--- src/rtl/usb_crc_engine.sv ---
// Bit-serial CRC engine for the USB SIE: accumulates packet bits, checks the
// receive residue and serialises the inverted CRC MSB first on transmit.
module usb_crc_engine #(
   parameter int unsigned      WIDTH   = 16,
   parameter logic [WIDTH-1:0] POLY    = 16'h8005,
   parameter logic [WIDTH-1:0] INIT    = 16'hFFFF,
   parameter logic [WIDTH-1:0] RESIDUE = 16'h800D
) (
   input  logic             clk,
   input  logic             rst,
   input  logic             start,
   input  logic             data,
   input  logic             data_valid,
   input  logic             finish,
   output logic             crc_bit,
   output logic             crc_bit_valid,
   input  logic             crc_ready,
   output logic             crc_last,
   output logic             busy,
   output logic [WIDTH-1:0] result,
   output logic             residue_ok
);

   localparam int unsigned CW = $clog2(WIDTH + 1);
   localparam logic [CW-1:0] LAST = CW'(WIDTH - 1);

   typedef enum logic [1:0] {
      IDLE,
      ACCUM,
      EMIT
   } state_t;

   state_t           state, state_n;
   logic [WIDTH-1:0] crc, crc_n;
   logic [CW-1:0]    count, count_n;
   logic             fb;

   always_ff @(posedge clk) begin
      if (rst) begin
         state <= IDLE;
         crc   <= INIT;
         count <= '0;
      end else begin
         state <= state_n;
         crc   <= crc_n;
         count <= count_n;
      end
   end

   assign fb = data ^ crc[WIDTH-1];

   always_comb begin
      state_n = state;
      crc_n   = crc;
      count_n = count;
      if (start) begin
         state_n = ACCUM;
         crc_n   = INIT;
         count_n = '0;
      end else begin
         unique case (state)
            ACCUM: begin
               // a bit arriving with finish is folded in before emission
               if (data_valid)
                  crc_n = {crc[WIDTH-2:0], 1'b0} ^ (fb ? POLY : '0);
               if (finish)
                  state_n = EMIT;
            end
            EMIT: begin
               // shifting in ones leaves the register all-ones when done
               if (crc_ready) begin
                  crc_n   = {crc[WIDTH-2:0], 1'b1};
                  count_n = count + CW'(1);
                  if (count == LAST)
                     state_n = IDLE;
               end
            end
            default: ;
         endcase
      end
   end

   assign busy          = (state != IDLE);
   assign crc_bit_valid = (state == EMIT);
   assign crc_bit       = ~crc[WIDTH-1];
   assign crc_last      = (state == EMIT) && (count == LAST);
   assign result        = crc;
   assign residue_ok    = (crc == RESIDUE);

endmodule

--- config.mk ---
export PLATFORM = sky130hd
export DESIGN_NAME = usb_crc_engine
export DESIGN_NICKNAME = d
export VERILOG_FILES = /design/src/rtl/usb_crc_engine.sv
export SDC_FILE = /design/constraint.sdc
export NUM_CORES = 1
export LEC_CHECK = 0
export ABC_AREA = 1
export BUFFER_PORTS_ARGS = -buffer_cell sky130_fd_sc_hd__buf_4
export CORE_MARGIN = 4
export CORE_UTILIZATION = 55
export CTS_BUF_LIST = sky130_fd_sc_hd__clkbuf_16
export DETAILED_ROUTE_END_ITERATION = 6
export HOLD_SLACK_MARGIN = 0.03
export PLACE_DENSITY = 0.78
export SETUP_SLACK_MARGIN = 0.05
export SKIP_LAST_GASP = 1
export SYNTH_ARGS = -nofsm -noshare
export SYNTH_HDL_FRONTEND = slang
export SYNTH_SLANG_ARGS = --single-unit
export TNS_END_PERCENT = 1
--- constraint.sdc ---
create_clock -name clk -period 2.77 [get_ports clk]
set_input_delay 0.554 -clock clk [delete_from_list [all_inputs] [get_ports clk]]
set_output_delay 0.554 -clock clk [all_outputs]
set_load 0.05 [all_outputs]
# ---- After elaboration in Yosys (flattened, before gate mapping)
# Index checks and enable logic that the tools add are counted.
dict set report totals {
  register_bits 23
  output_inout_bits 21
}
dict set report classes {
  n_addsub 1
  n_eq_ne 11
  mux 9
  bitwise 3
  n_reduce_logical 9
}
# operator count
set op_table {}
lappend op_table {{two-way mux 16 bit} 3}
lappend op_table {{one-hot mux 16 bit (2 select lines)} 1}
lappend op_table {{equality test 16 bit (second input constant)} 1}
lappend op_table {{XOR 16 bit} 1}
lappend op_table {{AND reduction 4 bit} 2}
lappend op_table {{two-way mux 2 bit} 3}
lappend op_table {{inequality test 3 x 2 -> 1 bit (second input constant)} 2}
lappend op_table {{adder 5 x 1 -> 5 bit (second input constant)} 1}
lappend op_table {{equality test 5 x 4 -> 1 bit (second input constant)} 1}
lappend op_table {{inequality test 2 x 1 -> 1 bit (second input constant)} 2}
lappend op_table {{inequality test 2 bit (second input constant)} 2}
lappend op_table {{one-hot mux 2 bit (2 select lines)} 1}
lappend op_table {{nonzero test 2 bit} 2}
lappend op_table {{inequality test 3 bit (second input constant)} 1}
lappend op_table {{AND reduction 3 bit} 1}
lappend op_table {{nonzero test 3 bit} 1}
lappend op_table {{equality test 2 x 1 -> 1 bit (second input constant)} 1}
lappend op_table {{equality test 2 bit (second input constant)} 1}
lappend op_table {{AND reduction 2 bit} 1}
lappend op_table {{OR reduction 2 bit} 1}
lappend op_table {{logical AND 1 bit} 1}
lappend op_table {{two-way mux 1 bit} 1}
lappend op_table {{NOT 1 bit} 1}
lappend op_table {{XOR 1 bit} 1}

# ---- Depth between registers and ports, before layout
dict set report logic_depth {
  ltp_word 5
  ltp_mapped 9
}

# ---- Least setup slack after synthesis
# Ideal clock, no wire load.
dict set report synth_timing {
  kind {reg2out}
  start {register crc[15], in the netlist result[15]}
  end {output port residue_ok}
  arrival_time_ps 1669
  required_ps 2216
  path_slack_ps 547
  stages_incl_launch_ff 5
  path_cell_list {dfxtp_1 -> nand2_1 -> nor3b_1 -> nand2_1 -> nor2_1}
}
dict set report synth_between {
  elab_chain_cells 1
}
# element line
set synth_lines {}
lappend synth_lines {{start: declaration} 34} ;# logic [WIDTH-1:0] crc, crc_n;
lappend synth_lines {{start signal: assignment} 45} ;# crc <= crc_n;
lappend synth_lines {{equality test 16 bit} 88} ;# assign residue_ok = (crc == RESIDUE);
lappend synth_lines {{end: declaration} 21} ;# output logic residue_ok
# No other way between the ends.

# ---- Final worst setup path
dict set report layout_timing {
  start {register count[0]}
  end {output port crc_last}
}
dict set report layout_between {
  elab_chain_cells 2
}
# element line
set layout_lines {}
lappend layout_lines {{start: declaration} 35} ;# logic [CW-1:0] count, count_n;
lappend layout_lines {{start signal: assignment} 46} ;# count <= count_n;
lappend layout_lines {{equality test 5 x 4 -> 1 bit} 86} ;# assign crc_last = (state == EMIT) && (count == LAST);
lappend layout_lines {{logical AND 1 bit} 86}
lappend layout_lines {{end: declaration} 18} ;# output logic crc_last,
# No other way between the ends.

==> results <==
- By area, the combinational part of the netlist is dominated by simple AND/OR/NAND/NOR gates.
- The path class of the tightest hold or removal check is primary input to flop.
- The detailed-routing iteration count for the pre-antenna-repair pass is 5.
- After clock tree synthesis, the flow added hold-fix buffers numbering 0.
- The capturing point of the worst reg2reg path is result[15].
- The commonest cells after synthesis are 55 x sky130_fd_sc_hd__nand2_1, 23 x sky130_fd_sc_hd__dfxtp_1, 20 x sky130_fd_sc_hd__nand3_1.
- The maximum clock frequency is about 500 MHz.
- The total nets after synthesis is 167.
- The iteration-0 DRC count of the detailed router is 17.
- The synthesized area per cell is 7.01 sq um.
- In this run, CTS created clock tree buffers numbering 3.
- The fraction of synthesized cell area in xor and xnor cells is less than 1%.
- The tree is rooted in a sky130_fd_sc_hd__clkbuf_16.
- In the final design database the tool counted 197 nets.
- The completed layout was analyzed and its total power is just over 0.8 mW.
- Summing the areas of all compound-gate instances in the mapped netlist gives between 4 and 5% of the synthesized area.
- For this run, the number of Yosys warnings is 0.
- The biggest area consumer among synthesized cells is sky130_fd_sc_hd__dfxtp_1.
- Once the clock tree was built, the setup fixing pass inserted 0 buffers.
- The worst setup path is captured at a primary output.
- The classification of the worst setup path is flop to primary output.
- The netlist area before placement is around 1100 sq um.
- The clock reaches the later pin of the worst-skew pair after around 260 ps.
- The top-level I/O count is 28.
- Multiplexer cells account for 0% of the synthesized area.
- Ranked by total cell area, the synthesized netlist is headed by sky130_fd_sc_hd__dfxtp_1 42%, sky130_fd_sc_hd__nand2_1 19%, sky130_fd_sc_hd__nand3_1 9.2%, sky130_fd_sc_hd__inv_1 6.2%, sky130_fd_sc_hd__ha_1 5.8%.
- The sum of negative setup slack is 0 ps.
- The post-route clock period utilization is between 70% and 80%.
- At the worst endpoint, the arrival time is between 1000 and 1500 ps.
- CTS built an H-tree with a depth of 1.
- The number of pins with negative max-slew slack in the final report was 0.
- After synthesis the netlist holds a flip-flop and latch count of 23.
- Sequential cells were found to cover ~42% of the synthesized design area.
- The floorplan die width is 52.4 um.
- The highest net fanout along the worst path is 3.
- The via count of the first global-routing pass came to 908.
- The hold path startpoint is rst.
- Across all setup checks in the final design, the least slack found is between 700 and 800 ps.
- The area enclosed by the die boundary is between 2000 and 3000 sq um.
- The most used flip-flop cell after synthesis is sky130_fd_sc_hd__dfxtp_1.
- TritonCTS built the clock tree.
- The maximum vdd drop is around 0.4 mV.
- For this configuration, the core starts out at a cell density of approximately three fifths.
- The routed length per placed instance is approximately 11 um.
- The total overflow left after global routing is 0.
- The total leakage power is 0.700 nW.
- Once placement finished, the instance area stood at between 1000 and 1500 sq um.
- At the pin with the least slew margin, the transition time is slightly below 400 ps.
- The run finished with clean final reports.
- The relative max-transition margin is between 70% and 80%.
- The placeable core area is 1800 sq um.
- The clock slew seen by the registers of the worst setup and hold paths is approximately 60 ps.
- The number of cells on the worst hold path is 2.
- The die extent in y is 52.4 um.
- The initial antenna violation count is 0.
- The number of clock sinks is 23.
- The fraction of final layout cells sized beyond drive strength 1 is between 20% and 30%.
- The gate count after technology mapping is around 160.
- The smallest clock period supported by the final layout is computed as between 1500 and 2000 ps.
- The count of nets left with antenna violations after detail routing is 0.
- Power spread over the standard cell area amounts to ~590 nW/um^2.
- The count of inserted antenna diode cells is 0.
- The final-report hold violation count is 0.
- The wire length of the first global-routing pass is around 3900 um.
- The number of input and output port buffers inserted is 27.
- The setup slack of the most critical reg-to-reg path is 1250 ps.
- Detailed routing inserted a total of ~1,000 vias.
- For this run, the total global-route usage over all layers was measured as a little under a fifth.
- The number of fill cells in the layout is between 100 and 150.
- The most repeated cell in the gate-level netlist after synthesis is sky130_fd_sc_hd__nand2_1.
- The post-placement setup slack is around 1100 ps.
- The design area is between 1000 and 1500 sq um.
- The share of synthesized cell area in and, or, nand and nor gates is roughly two fifths.
- The number of placement rows is 15.
- Across the run, the number of max-cap violations was 0.
- Summing all multi-input logic gate instances after layout gives about 530 sq um.
- Detailed placement ended at an HPWL of roughly 1700 um.
- Data on the critical path is required at its endpoint by about 2200 ps.
- Setup repair after global routing left no endpoint under its margin.
- Across the whole layout, storage elements account for between 400 and 500 sq um.
- After synthesis, the share of flip-flops with an asynchronous set or reset is 0%.
- The post-route DRC violation count is 0.
- The clock skew is ~4.7 ps.
- The buffer depth of the longest clock path is 2.
- The share of the core filled with cells is between 70% and 80%.
- The post-placement cell count is roughly 200.
- The worst register-to-register path begins at state[0].
- The total of cells resized after clock tree synthesis is 0.
- The number of enable-type register cells in the synthesized netlist is 0.
- Routability-driven placement finished with a final weighted congestion of 0.727.
- The tightest hold path in the finished design has a slack of 464 ps.
- The worst setup path is launched from a flop.
- The number of endpoints failing setup at the final stage is 0.
- The depth of the most critical reg-to-reg path is 6.
- The largest net degree at the start of global routing is 17.
- The share of synthesized cell area in full adder, half adder and majority cells is around 5.8%.
- The share of synthesized area in the top cell type comes to 42.4%.
- The sum of routed wire length over all layers is 2300 um.
- The filler-free cell count of the finished design is between 200 and 250.
- The end point of the worst hold path is state[0].
- After synthesis, the netlist uses 20 different library cells.
- The synthesis-to-layout area growth is 27.4%.
- Dividing the detail-routed via count by the number of cells gives approximately 4.9.
cell usage in the layout, fill, tap and decap left out, drive strengths merged:
cell type,n
clkbuf,3
a21oi,6
nand2,56
o21ai,3
nor2,13
nand3,21
clkinv,1
nand4,2
inv,19
ha,5
buf,28
xor2,1
nor3b,2
nor3,1
dfxtp,23
routing by layer:
layer  track usage, %  share of wire [%]
met2             30.6                 46
met4             6.38               0.57
met3             4.27                5.9
met5                0                  0
met1             24.4                 48
sequential cells by signal, indices dropped and copies added, names as in the netlist:
| register | cells |
|---|---|
| result | 16 |
| state | 2 |
| count | 5 |
cells by family after synthesis:
group | Yosys count
simple gates | 95
buf+inv | 22
xor+xnor | 1
fa+ha+maj | 5
compound gates | 9
flops | 23
cell type report:
class	count	share of cell area, %
Tap cell	25	2.26
Sequential cell	23	33.3
Inverter	19	5.15
Multi-Input combinational cell	110	38.3
Timing Repair Buffer	28	15.2
Clock buffer	3	5.42
Clock inverter	1	0.362
worst max-delay path by stage:
| stage | startpoint | end | slack (ps) | cells past startpoint |
|---|---|---|---|---|
| CTS | count[0] | crc_last | 780 | 7 |
| global placement | count[0] | crc_last | 1100 | 7 |
| detailed placement | count[0] | crc_last | 1070 | 7 |
| floorplan | result[15] | residue_ok | 550 | 4 |
| finish | count[0] | crc_last | 780 | 7 |
| global route | count[0] | crc_last | 690 | 7 |
report_power, final:
group / total, mW / internal [mW] / switching [mW] / leakage, nW
logic: 0.151 / 0.0474 / 0.103 / 0.471
registers: 0.357 / 0.344 / 0.0134 / 0.188
clock network: 0.310 / 0.194 / 0.116 / 0.0409
worst max-delay path, stage by stage, from the launching register on:
cell and delay, ps:
sky130_fd_sc_hd__dfxtp_1 360, sky130_fd_sc_hd__ha_1 180, sky130_fd_sc_hd__nand2_1 80, sky130_fd_sc_hd__nor2_1 100, sky130_fd_sc_hd__ha_1 160, sky130_fd_sc_hd__nand2_1 50, sky130_fd_sc_hd__inv_1 60, sky130_fd_sc_hd__buf_4 180
(Power assumes the default switching activity.)
